## src/rtl/tick_counter_pkg.sv

```systemverilog
// Shared constants and helpers for the tick_counter block.
// No logic; direction/mode encodings and divider-width sizing only.
package tick_counter_pkg;

  localparam logic DIR_DOWN  = 1'b0;
  localparam logic DIR_UP    = 1'b1;
  localparam logic MODE_WRAP = 1'b0;
  localparam logic MODE_SAT  = 1'b1;

  // Smallest width whose range strictly exceeds clock_div.
  function automatic int div_width(input int clock_div);
    return $clog2(clock_div + 1);
  endfunction

endpackage

```

## src/rtl/clk_tick_gen.sv

```systemverilog
// Step divider: counts enabled cycles 0..CLOCK_DIV-1 and flags the last one.
// Latency: step is combinational from the divider register; no backpressure.
// clear forces the divider to 0; enable low freezes it, including at the last value.
module clk_tick_gen #(
  parameter int CLOCK_DIV = 10_000_000,
  parameter int DIV_WIDTH = 24
) (
  input  logic CLOCK_50,
  input  logic KEY0,
  input  logic enable,
  input  logic clear,
  output logic step
);

  localparam logic [DIV_WIDTH-1:0] DIV_LAST = DIV_WIDTH'(CLOCK_DIV - 1);

  logic [DIV_WIDTH-1:0] div_cnt_q, div_cnt_d;

  assign step = enable && (div_cnt_q == DIV_LAST);

  always_comb begin
    div_cnt_d = div_cnt_q;
    if (clear)       div_cnt_d = '0;
    else if (step)   div_cnt_d = '0;
    else if (enable) div_cnt_d = div_cnt_q + DIV_WIDTH'(1);
  end

  always_ff @(posedge CLOCK_50 or negedge KEY0) begin
    if (!KEY0) div_cnt_q <= '0;
    else       div_cnt_q <= div_cnt_d;
  end

endmodule

```

## src/rtl/tick_counter.sv

```systemverilog
// Up/down wrap/saturate counter stepped every CLOCK_DIV enabled cycles; all outputs registered.
// Latency: load visible 1 cycle after sampling (3 with TICK_COUNTER_LOAD_SYNC_EN); step on the divider edge.
// No backpressure; priority is reset > load > step > hold.
module tick_counter
  import tick_counter_pkg::*;
#(
  parameter int WIDTH     = 10,
  parameter int CLOCK_DIV = 10_000_000,
  parameter int DIV_WIDTH = div_width(CLOCK_DIV)
) (
  input  logic             CLOCK_50,
  input  logic             KEY0,
  input  logic             enable,
  input  logic             load,
  input  logic [WIDTH-1:0] load_value,
  input  logic             up_down,
  input  logic             sat_mode,
  output logic [WIDTH-1:0] count,
  output logic             tick,
  output logic             term
);

  logic load_eff;
  logic step;

`ifdef TICK_COUNTER_LOAD_SYNC_EN
  // load may come straight from a key or switch; load_value is assumed stable meanwhile.
  logic load_s1_q, load_s1_d, load_s2_q, load_s2_d;

  always_comb begin
    load_s1_d = load;
    load_s2_d = load_s1_q;
  end

  always_ff @(posedge CLOCK_50 or negedge KEY0) begin
    if (!KEY0) begin
      load_s1_q <= 1'b0;
      load_s2_q <= 1'b0;
    end else begin
      load_s1_q <= load_s1_d;
      load_s2_q <= load_s2_d;
    end
  end

  assign load_eff = load_s2_q;
`else
  assign load_eff = load;
`endif

  clk_tick_gen #(
    .CLOCK_DIV (CLOCK_DIV),
    .DIV_WIDTH (DIV_WIDTH)
  ) u_clk_tick_gen (
    .CLOCK_50 (CLOCK_50),
    .KEY0     (KEY0),
    .enable   (enable),
    .clear    (load_eff),
    .step     (step)
  );

  logic [WIDTH-1:0] count_q, count_d;
  logic             tick_q, tick_d;
  logic             term_q, term_d;

  always_comb begin
    count_d = count_q;
    tick_d  = 1'b0;
    term_d  = 1'b0;
    if (load_eff) begin
      count_d = load_value;
    end else if (step) begin
      tick_d = 1'b1;
      if (up_down == DIR_UP) begin
        if (count_q == {WIDTH{1'b1}}) begin
          term_d = 1'b1;
          if (sat_mode == MODE_WRAP) count_d = '0;
        end else begin
          count_d = count_q + WIDTH'(1);
        end
      end else begin
        if (count_q == '0) begin
          term_d = 1'b1;
          if (sat_mode != MODE_SAT) count_d = {WIDTH{1'b1}};
        end else begin
          count_d = count_q - WIDTH'(1);
        end
      end
    end
  end

  always_ff @(posedge CLOCK_50 or negedge KEY0) begin
    if (!KEY0) begin
      count_q <= '0;
      tick_q  <= 1'b0;
      term_q  <= 1'b0;
    end else begin
      count_q <= count_d;
      tick_q  <= tick_d;
      term_q  <= term_d;
    end
  end

  assign count = count_q;
  assign tick  = tick_q;
  assign term  = term_q;

endmodule
```

## config.mk

```make
export PLATFORM = sky130hd
export DESIGN_NAME = tick_counter
export DESIGN_NICKNAME = d
export VERILOG_FILES = /design/src/rtl/tick_counter_pkg.sv /design/src/rtl/clk_tick_gen.sv /design/src/rtl/tick_counter.sv
export SDC_FILE = /design/constraint.sdc
export NUM_CORES = 1
export LEC_CHECK = 0
export CAP_MARGIN = 20
export CELL_PAD_IN_SITES_DETAIL_PLACEMENT = 1
export CELL_PAD_IN_SITES_GLOBAL_PLACEMENT = 1
export CORE_AREA = 2 2 92 94
export CTS_BUF_LIST = sky130_fd_sc_hd__clkbuf_16
export CTS_CLUSTER_DIAMETER = 50
export DETAILED_ROUTE_END_ITERATION = 16
export DIE_AREA = 0 0 94 96
export GPL_TIMING_DRIVEN = 0
export PLACE_DENSITY = 0.59
export SYNTH_ARGS = -nofsm -noshare
export SYNTH_HDL_FRONTEND = slang
export SYNTH_SLANG_ARGS = --single-unit
export TNS_END_PERCENT = 1
```

## constraint.sdc

```tcl
create_clock -name CLOCK_50 -period 2.8 [get_ports CLOCK_50]
set_clock_uncertainty 0.1 [all_clocks]
set_input_delay 0.28 -clock CLOCK_50 [delete_from_list [all_inputs] [get_ports CLOCK_50]]
set_output_delay 0.28 -clock CLOCK_50 [all_outputs]
set_load 0.02 [all_outputs]
```

Word level (Yosys, flattened, before mapping)
Cells that the tools add are included.

Flip-flop bits (word level): 36. Bits of input ports: 16.

Add/sub/neg operators: 3. Equal/unequal tests: 4. Mux-type cells: 17. Reductions and logical operators: 5.

Operators with widths (number): 24-bit two-way mux (3); 10-bit two-way mux (7); 24-bit by 1-bit adder with 24-bit output, second input constant (1); 24-bit equality test, second input constant (1); 10-bit by 1-bit adder with 10-bit output, second input constant (1); 10-bit equality test, second input constant (1); 10-bit logical NOT (1); 10-bit by 1-bit subtractor with 10-bit output, second input constant (1); 4-bit != test, second input constant (2); 1-bit two-way mux (7); 3-bit AND reduction (1); 3-bit nonzero test (1); 2-bit nonzero test (1); 1-bit logical AND (1).

Depth between registers and ports, before layout
Gate-level depths: netlist of the first run.

Word-level depth: 5. Depth in mapped cells: 9. Gate-level depth less buffers: 7.

Cells and area by module
From an unflattened synthesis of the first run, not the netlist that was laid out.

Cells, all modules: 263. Area, all modules: 2357.3 sq um.

By module, submodules not included: clk_tick_gen (instances 1, cells each 138, area an instance 1282.5 sq um); tick_counter (instances 1, cells each 125, area an instance 1074.8 sq um).

Worst setup path before layout of the first run
OpenSTA, ideal clock, no wires.

Path type: register to register. From: register count_q[0] (netlist: count[0]). To: register count_q[4] (netlist: count[4]). Arrival time: 2164 ps. Data required time: 2618 ps. Setup slack: 454 ps. Cell stages (with the launch flop): 10. Clock period less this slack: 2346 ps. Cells stage by stage: dfrtp_1 > inv_1 > ha_1 > nor2b_1 > and3_1 > buf_2 > o21a_1 > buf_2 > or4_1 > a31oi_1.

Longest elaborated chain between the ends: 5.

Ends and longest elaborated chain: start: declaration (line tick_counter.sv:61) `logic [WIDTH-1:0] count_q, count_d;`; start signal: assignment (line tick_counter.sv:97) `count_q <= count_d;`; 10-bit by 1-bit subtractor with 10-bit output, or another cell as far along (line tick_counter.sv:85) `count_d = count_q - WIDTH'(1);`; 10-bit two-way mux (on tied branches) (line tick_counter.sv:81, tick_counter.sv:74); 10-bit two-way mux (line tick_counter.sv:73) `if (up_down == DIR_UP) begin`; 10-bit two-way mux (line tick_counter.sv:71) `end else if (step) begin`; 10-bit two-way mux (line tick_counter.sv:69) `if (load_eff) begin`.

Several ways; a longest one is shown, not always the timed one. The select of a mux whose other input is x is not followed. A chain may end at the register's enable or synchronous reset.

Worst setup path in the final report of the first run
From: input enable. To: register count_q[0] (netlist: count[0]).

Longest elaborated chain between the ends: 3.

Ends and longest elaborated chain: start: declaration (line tick_counter.sv:13) `input logic enable,`; 1-bit logical AND (line clk_tick_gen.sv:19) `assign step = enable && (div_cnt_q == DIV_LAST);`; 2-bit nonzero test (no line); 3-bit AND reduction (no line).

Every way passes these cells.

==> results.cfg, run 1 <==
[logic_synthesis]
synth_warnings = 0
synth_ff_type = dfrtp_1
async_flop_share = 1.000
ys_types = 51
syn_area_per_cell_um2 = 8.820
ys_seq_elements = 36
synthTopCellsByArea = dfrtp_1 (39%), xor2_1 (6.8%), nor2_1 (5.3%), nand3_1 (3.2%), nand2_1 (3.1%)
yosysTopAreaCell = dfrtp_1
synthesis.area_um2 = 2328
synth_top_area_frac = 0.3869
synth_edf_count = 0
synthesis.nets = 283
syn_inst = 264
yosysSeqAreaShare = 0.3869

[floorplan]
core_um2 = 8051
start_util = 0.2892
die-area_um2 = 9024
die_x_um = 94
num_rows = 33
ios = 28
die_y_um = 96

[status]
violations = negative hold slack
status = finished, violations left

[place]
hpwlAfterDp_um = 4884
io_buffers = 27
placed_area_um2 = 2730
place_inst = 397
gp_congestion = 0.8378

[drt]
firstDrtPassIters = 4
route.met2.wl_um = 2852
ant_nets = 0
drcViolationCount = 0
drt_iter0_drc = 101
vias = 2180
maxUsedRoutingLayer = met4
vias_per_cell = 5.383
routedWlPerCell_um = 16.59
route.met3.wl_um = 217
m1WireLength_um = 3562
drt-total-wl_um = 6717

[sta]
finalCriticalPeriod_ps = 2583
rsz0062_at_grt = false
maxSlewViolCount = 0
finalSetupViolCount = 0
slew_headroom = 0.3921
finalHoldViolCount = 2
fin_crit_sh = 0.9224
max_freq_mhz = 387.2
worst_pin_slew_ps = 904.3
hold_ws_ps = -0.7192

[layout]
design_area_um2 = 2875
fillers = 969
area_growth_syn_to_layout_pct = 23.48
layout_commonest_cell = dfrtp_1
layout.core_utilization = 0.3571
final_nets = 318
drive_above_1_share = 0.07333
final_cell_mix = dfrtp_1 (36), nor2_1 (33), clkdlybuf4s50_1 (26), nand2_1 (19), xor2_1 (18)
finalNonFillerCells = 405
antenna_cells = 0

[worst_setup_path]
critPathMaxFanout = 8
critPathKind = primary input to flop
cp.required_ps = 2870
critPathCaptureType = flop
cp_data_arrival_time_ps = 2650
rr_worst_depth = 8
startpoint_type = primary input
r2r_start = count[5]
crit_start = enable

[grt]
grt_max_degree = 37
grt_pass1_wl_um = 11280
grt_use_total = 0.1605
first_global_vias = 2134
antenna_found_initial = 0
grt_overflow = 0

[cts]
hold_buffers = 0
cts_tree = done
clock_latency_ps = 280
clockBufferDepth = 2
root_buffer = clkbuf_16
cts_sinks = 36
cts_buffers = 5
clk_pin_slew_ps = 60
cts.htree.levels = 2

[power]
leakage_uw = 0.001124
irDropWorstVdd_mv = 0.1697
power_density_nw_per_um2 = 460.7

[job]
max_cap_violations = 0

[worst_hold_path]
min_path_type = primary input to asynchronous set/reset pin
-- through the flow --
| step | power (µW) | setup slack, ps | TNS [ps] | hold WS [ps] |
|---|---|---|---|---|
| floorplan | 686.3 | 453.8 | 0 | -115.6 |
| global placement | 787.6 | -157.0 | -884.1 | 443.6 |
| detailed placement | 787.9 | -188.5 | -632.3 | 337.7 |
| CTS | 1348 | 82.07 | 0 | 33.03 |
| global route | 1388 | 61.65 | 0 | 68.55 |
| finish | 1325 | 217.2 | 0 | -0.7192 |
-- registers in the layout, indices dropped and copies added (netlist names) --
signal / count
tick: 1
term: 1
u_clk_tick_gen.div_cnt_q: 24
count: 10
-- power by group --
group	internal [µW]	total, µW	switching, µW
sequential	538	567	29.7
combinational	92.1	212	120
clock	323	545	222
total	953	1320	372
-- metal layers --
layer / track usage / up-vias
li1: - / 1060
met1: 0.2440 / 1074
met2: 0.2327 / 40
met3: 0.02819 / 6
met4: 0.04348 / 0
met5: 0 / -
-- path summary, 6_finish.rpt --
path / end / slack (ps)
worst max-delay path: count[0] / 220
worst min-delay path: u_clk_tick_gen.div_cnt_q[19] / -0.7
worst max register to register: count[3] / 250
worst min register to register: u_clk_tick_gen.div_cnt_q[23] / 460
max in group asynchronous: count[3] / 2080
min in group CLOCK_50: u_clk_tick_gen.div_cnt_q[23] / 460
-- logic make-up (layout without fill, tap and decap cells) --
kind of cell,after synthesis,in the layout,synth area share
and+or+nand+nor,129,129,0.3117
AOI/OAI and AO/OA,51,51,0.1575
DFF,36,36,0.3869
xor gates and xnor gates,22,22,0.08275
buffers and inverters,22,58,0.04084
adders and majority gates,3,3,0.01612
muxes,1,1,0.004299
-- worst max-delay path: stages --
cell and delay [ps]:
clkdlybuf4s50_1 660, nor3b_2 280, nand4_1 120, or4_1 420, clkbuf_1 220, or4_1 570, o311ai_0 100
-- synthesized netlist by cell type, types with 2 or more instances --
cell       number
xor2_1         18
a2111oi_0       2
nor2_1         33
nand2_1        19
nand3_1        15
nand4_1        10
and3_1          8
nor4b_1         4
or4_1           6
dfrtp_1        36
nor4_1          6
and4b_1         2
or3_1           3
o211ai_1        3
o311ai_0        3
xnor2_1         4
o31ai_1         4
nor3_1          6
a21oi_1         6
inv_1           7
nor2b_1         2
o21ai_0         8
a31o_2          2
a31oi_1         6
o21a_1          5
buf_2           4
ha_1            3
nor4_2          2
nand2b_1        2
and4_1          5
clkbuf_1       10
-- area by class of cell --
type	count	area [µm²]	share of cell area
plain buffers	15	68.82	0.02393
clock buffers	5	125.1	0.04352
clock inverters	3	15.01	0.005222
inverters	7	26.28	0.009138
multi-input cells	206	1338	0.4652
flip-flops and latches	36	900.9	0.3133
well taps	105	131.4	0.04569
repair buffers	28	270.3	0.09399
-- what timing repair did --
| action | in CTS | in global routing |
|---|---|---|
| setup buffers | 0 | 0 |
| gates resized for setup | 0 | 1 |
| setup endpoints to repair | 0 | 1 |
(Power assumes the default switching activity.)
==> run 2, diff against run 1 <==
--- a/config.mk
+++ b/config.mk
@@ -8,12 +8,12 @@
 export CAP_MARGIN = 20
 export CELL_PAD_IN_SITES_DETAIL_PLACEMENT = 1
 export CELL_PAD_IN_SITES_GLOBAL_PLACEMENT = 1
-export CORE_AREA = 2 2 92 94
+export CORE_AREA = 3 3 93 95
 export CTS_BUF_LIST = sky130_fd_sc_hd__clkbuf_16
 export CTS_CLUSTER_DIAMETER = 50
 export DETAILED_ROUTE_END_ITERATION = 16
-export DIE_AREA = 0 0 94 96
-export GPL_TIMING_DRIVEN = 0
+export DIE_AREA = 0 0 96 98
+export GPL_TIMING_DRIVEN = 1
 export PLACE_DENSITY = 0.59
 export SYNTH_ARGS = -nofsm -noshare
 export SYNTH_HDL_FRONTEND = slang
==> constraint.sdc (replaced) <==
create_clock -name CLOCK_50 -period 3 [get_ports CLOCK_50]
set_clock_uncertainty 0.1 [all_clocks]
set_input_delay 0.3 -clock CLOCK_50 [delete_from_list [all_inputs] [get_ports CLOCK_50]]
set_output_delay 0.3 -clock CLOCK_50 [all_outputs]
set_load 0.02 [all_outputs]
==> run 2 against run 1 <==
Effect of this change: non-clock buffer count shrank 9; clock power decreased by 8.3%; critical endpoint is now count[6]; routed wire length rose by 2.6%; flip-flop and latch count unchanged; critical path depth unchanged; sequential share of layout area increased by 0.34 points; via count is 1.7% lower; sequential power decreased by 3.5%; clock-buffer cell count stayed put; design area fell by 1.1%; combinational power down 14%; the run now ends clean; die area up 4.3%.
==> results.cfg, run 2 (synthesis gave the netlist of run 1 again) <==
[worst_setup_path]
cp_slowest_cell = dfrtp_1
critPathKind = flop to flop
startpoint_type = flop
r2r_start = count[0]
critical_path.cell_chain = inv_1 -> ha_1 -> nor2b_1 -> and3_1 -> o21a_1 -> or4_1 -> a31oi_1
r2r_slack_ps = 480
rr_endpoint = count[6]
critPathMaxFanout = 13
max_stage_delay_ps = 510
cp.required_ps = 3100
rr_worst_depth = 7
cp_data_arrival_time_ps = 2620
critPathCaptureType = flop

[layout]
final_cell_mix = dfrtp_1 (36), nor2_1 (33), clkdlybuf4s50_1 (26), nand2_1 (19), xor2_1 (18)
drive_above_1_share = 0.07904
layout_commonest_cell = dfrtp_1
top_register = u_clk_tick_gen.div_cnt_q
antenna_cells = 0
finalNonFillerCells = 393
area_growth_syn_to_layout_pct = 22.14
final_nets = 309
largest_reg_flops = 24
fillers = 932

[power]
irDropWorstVdd_mv = 0.1634
power_uw = 1228
leakage_uw = 0.001116
power_density_nw_per_um2 = 431.9

[place]
io_buffers = 27
place_inst = 385
post-place-ws_ps = 304.8
hpwlAfterDp_um = 4968
gp_congestion = 0.7854

[sta]
setup_tns_ps = 0
finalSetupViolCount = 0
slew_headroom = 0.4440
rsz0062_at_grt = false
finalCriticalPeriod_ps = 2522
worst_slack_ps = 478.0
hold_ws_ps = 15.67
max_freq_mhz = 396.5
finalHoldViolCount = 0
maxSlewViolCount = 0
worst_pin_slew_ps = 834.0
fin_crit_sh = 0.8407

[grt]
grt.busiest_layer = met1
grt_overflow = 0
antenna_found_initial = 0
first_global_vias = 2253
met2_usage = 0.2172
grt_pass1_wl_um = 11760
grt.met3_usage = 0.02465
grt_use_total = 0.1566
grt_max_degree = 37
grt_util_met1 = 0.2506

[drt]
firstDrtPassIters = 4
drt-total-wl_um = 6893
vias_per_cell = 5.450
ant_nets = 0
vias = 2142
drt_iter0_drc = 66
routedWlPerCell_um = 17.54
drcViolationCount = 0

[cts]
clock_latency_ps = 280
hold_buffers = 0
cts.htree.levels = 2
cts_tree = done
clockBufferDepth = 2
cts_sinks = 36
cts_resized = 0
root_buffer = clkbuf_16
cts_buffers = 5
clk_pin_slew_ps = 60
postCtsSetupBuffers = 0

[job]
max_cap_violations = 0

[floorplan]
die_x_um = 96
num_rows = 32
core_um2 = 7807
start_util = 0.2982
die_y_um = 98
ios = 28
die-area_um2 = 9408

[status]
status = finished clean

[worst_hold_path]
min_path_type = primary input to asynchronous set/reset pin
==> run 2: cell count changes in the layout (fill, tap and decap cells not counted), moves of 2 or more <==
cell / previous run / this run
buf_2: 6 / 1
clkinv_2: 0 / 2
buf_4: 0 / 7
clkbuf_1: 10 / 0
==> run 2: critical path, delay by kind of cell, from the launching register on <==
family | cells | cell delay (ps)
flip-flops | 1 | 510
AND/OR/NAND/NOR | 3 | 900
buffers and inverters | 1 | 160
adder cells (fa/ha/maj) | 1 | 250
AO/OA/AOI/OAI | 2 | 520
==> run 2: area by class of cell <==
class | instances | area [µm²] | share of cell area
Multi-Input combinational cell | 206 | 1333 | 0.4685
Sequential cell | 36 | 900.9 | 0.3168
Timing Repair Buffer | 34 | 317.8 | 0.1117
Tap cell | 102 | 127.6 | 0.04487
Clock buffer | 5 | 125.1 | 0.04399
Inverter | 7 | 26.28 | 0.009239
Clock inverter | 3 | 13.76 | 0.004839
==> run 2: how the worst max path moves through the flow <==
stage | startpoint | end | slack [ps] | cells past startpoint
final | count[0] | count[6] | 480 | 7
after global routing | count[1] | count[0] | 270 | 6
after CTS | count[1] | count[6] | 480 | 6
after detailed placement | enable | count[4] | 300 | 6
after global placement | up_down | count[8] | 390 | 6
after floorplan | count[0] | count[4] | 650 | 9
==> run 2: routing by layer <==
layer,up-vias,share of wire
met1,1051,0.52
met2,41,0.44
met3,5,0.028
li1,1045,-
met4,0,0.0083
met5,-,0
==> run 2: through the flow <==
step / area (µm²) / utilization
2_1_floorplan: 2328 / -
3_3_place_gp: 2705 / 0.3465
3_5_place_dp: 2705 / 0.3465
4_1_cts: 2844 / 0.3643
5_1_grt: 2844 / 0.3643
6_report: 2844 / 0.3643
==> run 2: power breakdown <==
group          leakage [µW]  total [µW]  internal, µW  switching, µW
logic              0.000566         182          84.2           97.4
registers          0.000479         547           501           45.3
clock network     0.0000710         500           302            198
total               0.00112        1230           887            341
